File: src/rtl/i2s_sample_capture.sv
// I2S receiver front end: synchronises BCLK/LRCK/SDATA, deserialises one channel
// into a DATA_WIDTH-bit word and holds it on a stable parallel bus for the PIO.
module i2s_sample_capture #(
    parameter int DATA_WIDTH  = 24,
    parameter int CHANNEL     = 0,
    parameter int SYNC_STAGES = 2
) (
    input  logic                  clk,
    input  logic                  reset_n,
    input  logic                  enable,
    input  logic                  bclk,
    input  logic                  lrck,
    input  logic                  sdata,
    output logic [DATA_WIDTH-1:0] data_out,
    output logic                  sample_valid,
    output logic [15:0]           sample_count,
    output logic                  short_frame_err,
    input  logic                  clear_err
);

    localparam int              CNT_W     = (DATA_WIDTH > 1) ? $clog2(DATA_WIDTH) : 1;
    localparam logic [CNT_W-1:0] LAST_BIT = CNT_W'(DATA_WIDTH - 1);
    localparam logic            CHAN_LRCK = (CHANNEL != 0) ? 1'b1 : 1'b0;

    typedef enum logic [1:0] {
        IDLE  = 2'd0,
        DELAY = 2'd1,
        SHIFT = 2'd2
    } state_t;

    logic [SYNC_STAGES-1:0] bclk_sync_r;
    logic [SYNC_STAGES-1:0] lrck_sync_r;
    logic [SYNC_STAGES-1:0] sdata_sync_r;
    logic                   bclk_d_r;
    logic                   lrck_prev_r;
    state_t                 state_r;
    logic [CNT_W-1:0]       bit_cnt_r;
    logic [DATA_WIDTH-1:0]  shift_r;

    logic                   bclk_s;
    logic                   lrck_s;
    logic                   sdata_s;
    logic                   bclk_rise_s;
    logic                   frame_edge_s;
    logic                   chan_match_s;
    logic [DATA_WIDTH-1:0]  next_word_s;

    assign bclk_s       = bclk_sync_r[SYNC_STAGES-1];
    assign lrck_s       = lrck_sync_r[SYNC_STAGES-1];
    assign sdata_s      = sdata_sync_r[SYNC_STAGES-1];
    assign bclk_rise_s  = bclk_s & ~bclk_d_r;
    assign frame_edge_s = bclk_rise_s & (lrck_s ^ lrck_prev_r);
    assign chan_match_s = (lrck_s == CHAN_LRCK);
    assign next_word_s  = {shift_r[DATA_WIDTH-2:0], sdata_s};

    // Input synchronisers, BCLK edge history and the word-select value of the last BCLK rise.
    always_ff @(posedge clk) begin
        if (!reset_n) begin
            bclk_sync_r  <= {SYNC_STAGES{1'b0}};
            lrck_sync_r  <= {SYNC_STAGES{1'b0}};
            sdata_sync_r <= {SYNC_STAGES{1'b0}};
            bclk_d_r     <= 1'b0;
            lrck_prev_r  <= 1'b0;
        end else begin
            bclk_sync_r  <= {bclk_sync_r[SYNC_STAGES-2:0], bclk};
            lrck_sync_r  <= {lrck_sync_r[SYNC_STAGES-2:0], lrck};
            sdata_sync_r <= {sdata_sync_r[SYNC_STAGES-2:0], sdata};
            bclk_d_r     <= bclk_s;
            if (bclk_rise_s) begin
                lrck_prev_r <= lrck_s;
            end else begin
                lrck_prev_r <= lrck_prev_r;
            end
        end
    end

    // Capture FSM with the registered sample bus, strobe, counter and sticky error.
    always_ff @(posedge clk) begin
        if (!reset_n) begin
            state_r         <= IDLE;
            bit_cnt_r       <= {CNT_W{1'b0}};
            shift_r         <= {DATA_WIDTH{1'b0}};
            data_out        <= {DATA_WIDTH{1'b0}};
            sample_valid    <= 1'b0;
            sample_count    <= 16'd0;
            short_frame_err <= 1'b0;
        end else begin
            sample_valid <= 1'b0;
            // A clear is issued first so an abort later in this block overrides it.
            if (clear_err) begin
                short_frame_err <= 1'b0;
            end else begin
                short_frame_err <= short_frame_err;
            end
            if (!enable) begin
                state_r   <= IDLE;
                bit_cnt_r <= {CNT_W{1'b0}};
            end else if (bclk_rise_s) begin
                case (state_r)
                    IDLE: begin
                        if (frame_edge_s && chan_match_s) begin
                            state_r <= DELAY;
                        end else begin
                            state_r <= IDLE;
                        end
                    end
                    DELAY: begin
                        if (frame_edge_s) begin
                            short_frame_err <= 1'b1;
                            state_r         <= chan_match_s ? DELAY : IDLE;
                        end else begin
                            state_r   <= SHIFT;
                            bit_cnt_r <= {CNT_W{1'b0}};
                        end
                    end
                    SHIFT: begin
                        if (frame_edge_s) begin
                            short_frame_err <= 1'b1;
                            state_r         <= chan_match_s ? DELAY : IDLE;
                        end else if (bit_cnt_r == LAST_BIT) begin
                            shift_r      <= next_word_s;
                            data_out     <= next_word_s;
                            sample_valid <= 1'b1;
                            sample_count <= sample_count + 16'd1;
                            state_r      <= IDLE;
                        end else begin
                            shift_r   <= next_word_s;
                            bit_cnt_r <= bit_cnt_r + {{(CNT_W-1){1'b0}}, 1'b1};
                        end
                    end
                    default: begin
                        state_r <= IDLE;
                    end
                endcase
            end else begin
                state_r <= state_r;
            end
        end
    end

endmodule

File: config.mk
export PLATFORM = sky130hd
export DESIGN_NAME = i2s_sample_capture
export DESIGN_NICKNAME = d
export VERILOG_FILES = /design/src/rtl/i2s_sample_capture.sv
export SDC_FILE = /design/constraint.sdc
export NUM_CORES = 1
export LEC_CHECK = 0
export BUFFER_PORTS_ARGS = -buffer_cell sky130_fd_sc_hd__buf_2
export CAP_MARGIN = 10
export CORE_ASPECT_RATIO = 1.75
export CORE_MARGIN = 5
export CORE_UTILIZATION = 60
export CTS_CLUSTER_SIZE = 30
export DETAILED_ROUTE_END_ITERATION = 16
export MAX_ROUTING_LAYER = met4
export PLACE_DENSITY = 0.84
export SYNTH_ARGS = -nofsm -noshare
export SYNTH_HDL_FRONTEND = slang
export SYNTH_SLANG_ARGS = --single-unit
File: constraint.sdc
create_clock -name clk -period 2.9 [get_ports clk]
set_input_delay 0.29 -clock clk [delete_from_list [all_inputs] [get_ports clk]]
set_output_delay 0.29 -clock clk [all_outputs]
set_load 0.05 [all_outputs]
==> flow_metrics.env <==
export IMPL_status="completed"
export IMPL_timing_critical_path_fanout_max=8
export IMPL_drtPass1Iterations=4
export IMPL_cts_setup_buffers=0
export IMPL_synthTopCellsByCount="nand2_1 (111), dfxtp_1 (80), a21oi_1 (65), clkbuf_1 (14)"
export IMPL_placed_area_sq_um=3421
export IMPL_die_area_sq_um=6929
export IMPL_drive_gt1_frac=0.1702
export IMPL_ctsHoldBuffers=0
export IMPL_die_w_um=65.10
export IMPL_total_power_mw=1.948
export IMPL_core_sq_um=5211
export IMPL_drt_antenna_violating_nets=0
export IMPL_synth_distinct_cells=40
export IMPL_max_freq_mhz=459.6
export IMPL_finalSetupViolations=0
export IMPL_ios=49
export IMPL_synthCells=381
export IMPL_crit_reg2reg_launch="state_r[0]"
export IMPL_yosys_top_cells_area="dfxtp_1 (50%), nand2_1 (13%), a21oi_1 (10%), ha_1 (2.4%), o31ai_1 (2.1%)"
export IMPL_io_buffer_count=48
export IMPL_rsz0062_at_grt="no"
export IMPL_route_detailed_drc=0
export IMPL_p_leak_nw=1.326
export IMPL_slew_violations=0
export IMPL_worstHoldStart="bclk"
export IMPL_hold_viol=0
export IMPL_yosysMostFrequentCell="nand2_1"
export IMPL_finalCritPeriodShare=0.7503
export IMPL_slew_headroom=0.2968
export IMPL_worstMarginPinSlew_ps=1053
export IMPL_netlist_area_sq_um=3188
export IMPL_clk_pin_slew_ps=80
export IMPL_grt_pass1_vias=2534
export IMPL_worstHoldPathType="in2reg"
export IMPL_wire_per_inst_um=13.19
export IMPL_numCtsBuffers=9
export IMPL_drt_iter0_markers=160
export IMPL_htree_levels=3
export IMPL_start_util=0.6118
export IMPL_cts_resized=0
export IMPL_synth_edf_count=0
export IMPL_synth_seq_area_share=0.5024
export IMPL_synth_fp_nets=394
export IMPL_antenna_found_initial=0
export IMPL_cp_start_kind="register"
export IMPL_globalplace_congestion=0.8231
export IMPL_fp_dieH_um=106.4
export IMPL_diodes=0
export IMPL_pre_cts_ws_ps=737.3
export IMPL_finClkSkew_ps=6.971
export IMPL_grt_max_degree=67
export IMPL_area_growth_pct=13.42
export IMPL_cts_root_buf="clkbuf_8"
export IMPL_ys_warnings_count=0
export IMPL_yosys_area_top_type="dfxtp_1"
export IMPL_cp_required_ps=3170
export IMPL_cap_violations=0
export IMPL_nets=437
export IMPL_wirelength_um=6382
export IMPL_post_dp_hpwl_um=4367
export IMPL_vias_per_cell=5.618
export IMPL_setup_tns_ps=0
export IMPL_synth_top_cell_area_share=0.5024
export IMPL_ys_flop_type="dfxtp_1"
export IMPL_avgSynthCellArea_sq_um=8.368
export IMPL_crit_type="reg2reg"
export IMPL_cp_end_kind="register"
export IMPL_fin_ws_ps=724.2
export IMPL_cts_sink_count=80
export IMPL_overflow=0
export IMPL_powerDensity_nw_per_um2=538.6
export IMPL_finish_instance_area_sq_um=3616
export IMPL_grt_pass1_wl_um=10960
export IMPL_critPathLaunch="state_r[0]"
export IMPL_cts_tree="done"
export IMPL_synth_ff_latch_count=80
export IMPL_clk_latency_ps=350
export IMPL_finalCriticalPeriod_ps=2176
export IMPL_rows=35
export IMPL_vdd_drop_max_v=0.0003963
export IMPL_cts_path_max_buffers=2
export IMPL_grt_usage=0.2049
export IMPL_routed_via_count=2719
export IMPL_async_reset_ff_frac=0
export IMPL_worstPathArrival_ps=2450
## per-stage QoR
stage | instances | utilization | hold WS (ps)
2_1_floorplan | 381 | - | 411.7
3_3_place_gp | 468 | 0.6564 | 415.3
3_5_place_dp | 468 | 0.6564 | 426.0
4_1_cts | 484 | 0.6939 | 128.0
5_1_grt | 484 | 0.6939 | 140.1
6_report | 484 | 0.6939 | 140.7
## cells by family (layout without fill, tap and decap cells)
group,Yosys count,in the layout,synth area share
AOI/OAI and AO/OA,89,89,0.1542
muxes,1,1,0.003140
adders and majority gates,6,6,0.02355
and+or+nand+nor,173,173,0.2590
buffers and inverters,27,75,0.04161
xor gates and xnor gates,5,5,0.01609
DFF,80,80,0.5024
## layout by cell type, fill, tap and decap left out, drive strengths merged, types with 8 or more instances in the layout
| master | n |
|---|---|
| a21oi | 65 |
| and2 | 8 |
| buf | 52 |
| clkbuf | 10 |
| dfxtp | 80 |
| inv | 9 |
| nand2 | 111 |
| nand3 | 8 |
| nor2 | 9 |
| o31ai | 9 |
| or4 | 10 |
## layer usage
layer / track usage / share of wire / up-vias
met3: 0.04757 / 0.048 / 9
met4: 0.09050 / 0.024 / 0
met1: 0.2228 / 0.42 / 1253
li1: - / - / 1396
met5: - / 0 / -
met2: 0.3509 / 0.51 / 61
## final cells by class
cell class | instances | area, sq um
Sequential cell | 80 | 1602
Fill cell | 433 | 1595
Multi-Input combinational cell | 274 | 1454
Timing Repair Buffer | 52 | 270.3
Clock buffer | 10 | 127.6
Tap cell | 55 | 68.82
Clock inverter | 6 | 67.56
Inverter | 7 | 26.28
## path summary, 6_finish.rpt
path                      endpoint  slack, ps  cells past startpoint
setup / recovery  sample_count[12]        720                      6
hold / removal      bclk_sync_r[0]        140                      2
setup reg to reg  sample_count[12]        720                      6
hold reg to reg     bclk_sync_r[1]        440                      1
## where the power goes
| group | switching (mW) | internal [mW] | total, mW |
|---|---|---|---|
| logic | 0.0257 | 0.00946 | 0.0352 |
| registers | 0.00279 | 1.10 | 1.10 |
| clock network | 0.406 | 0.402 | 0.808 |
| total | 0.434 | 1.51 | 1.95 |
## critical path: stages (launching register included)
cell and delay, ps:
dfxtp_1 330, inv_1 100, ha_1 310, nand4b_2 200, or4_4 590, or4_1 420
a21oi_1 150
## sequential cells by signal (all words and copies together) (netlist names)
name,cells
shift_r,23
sample_count,16
short_frame_err,1
bclk_sync_r,2
lrck_sync_r,2
data_out,24
sdata_sync_r,2
state_r,2
lrck_prev_r,1
bit_cnt_r,5
sample_valid,1
bclk_d_r,1
(Power assumes the default switching activity.)
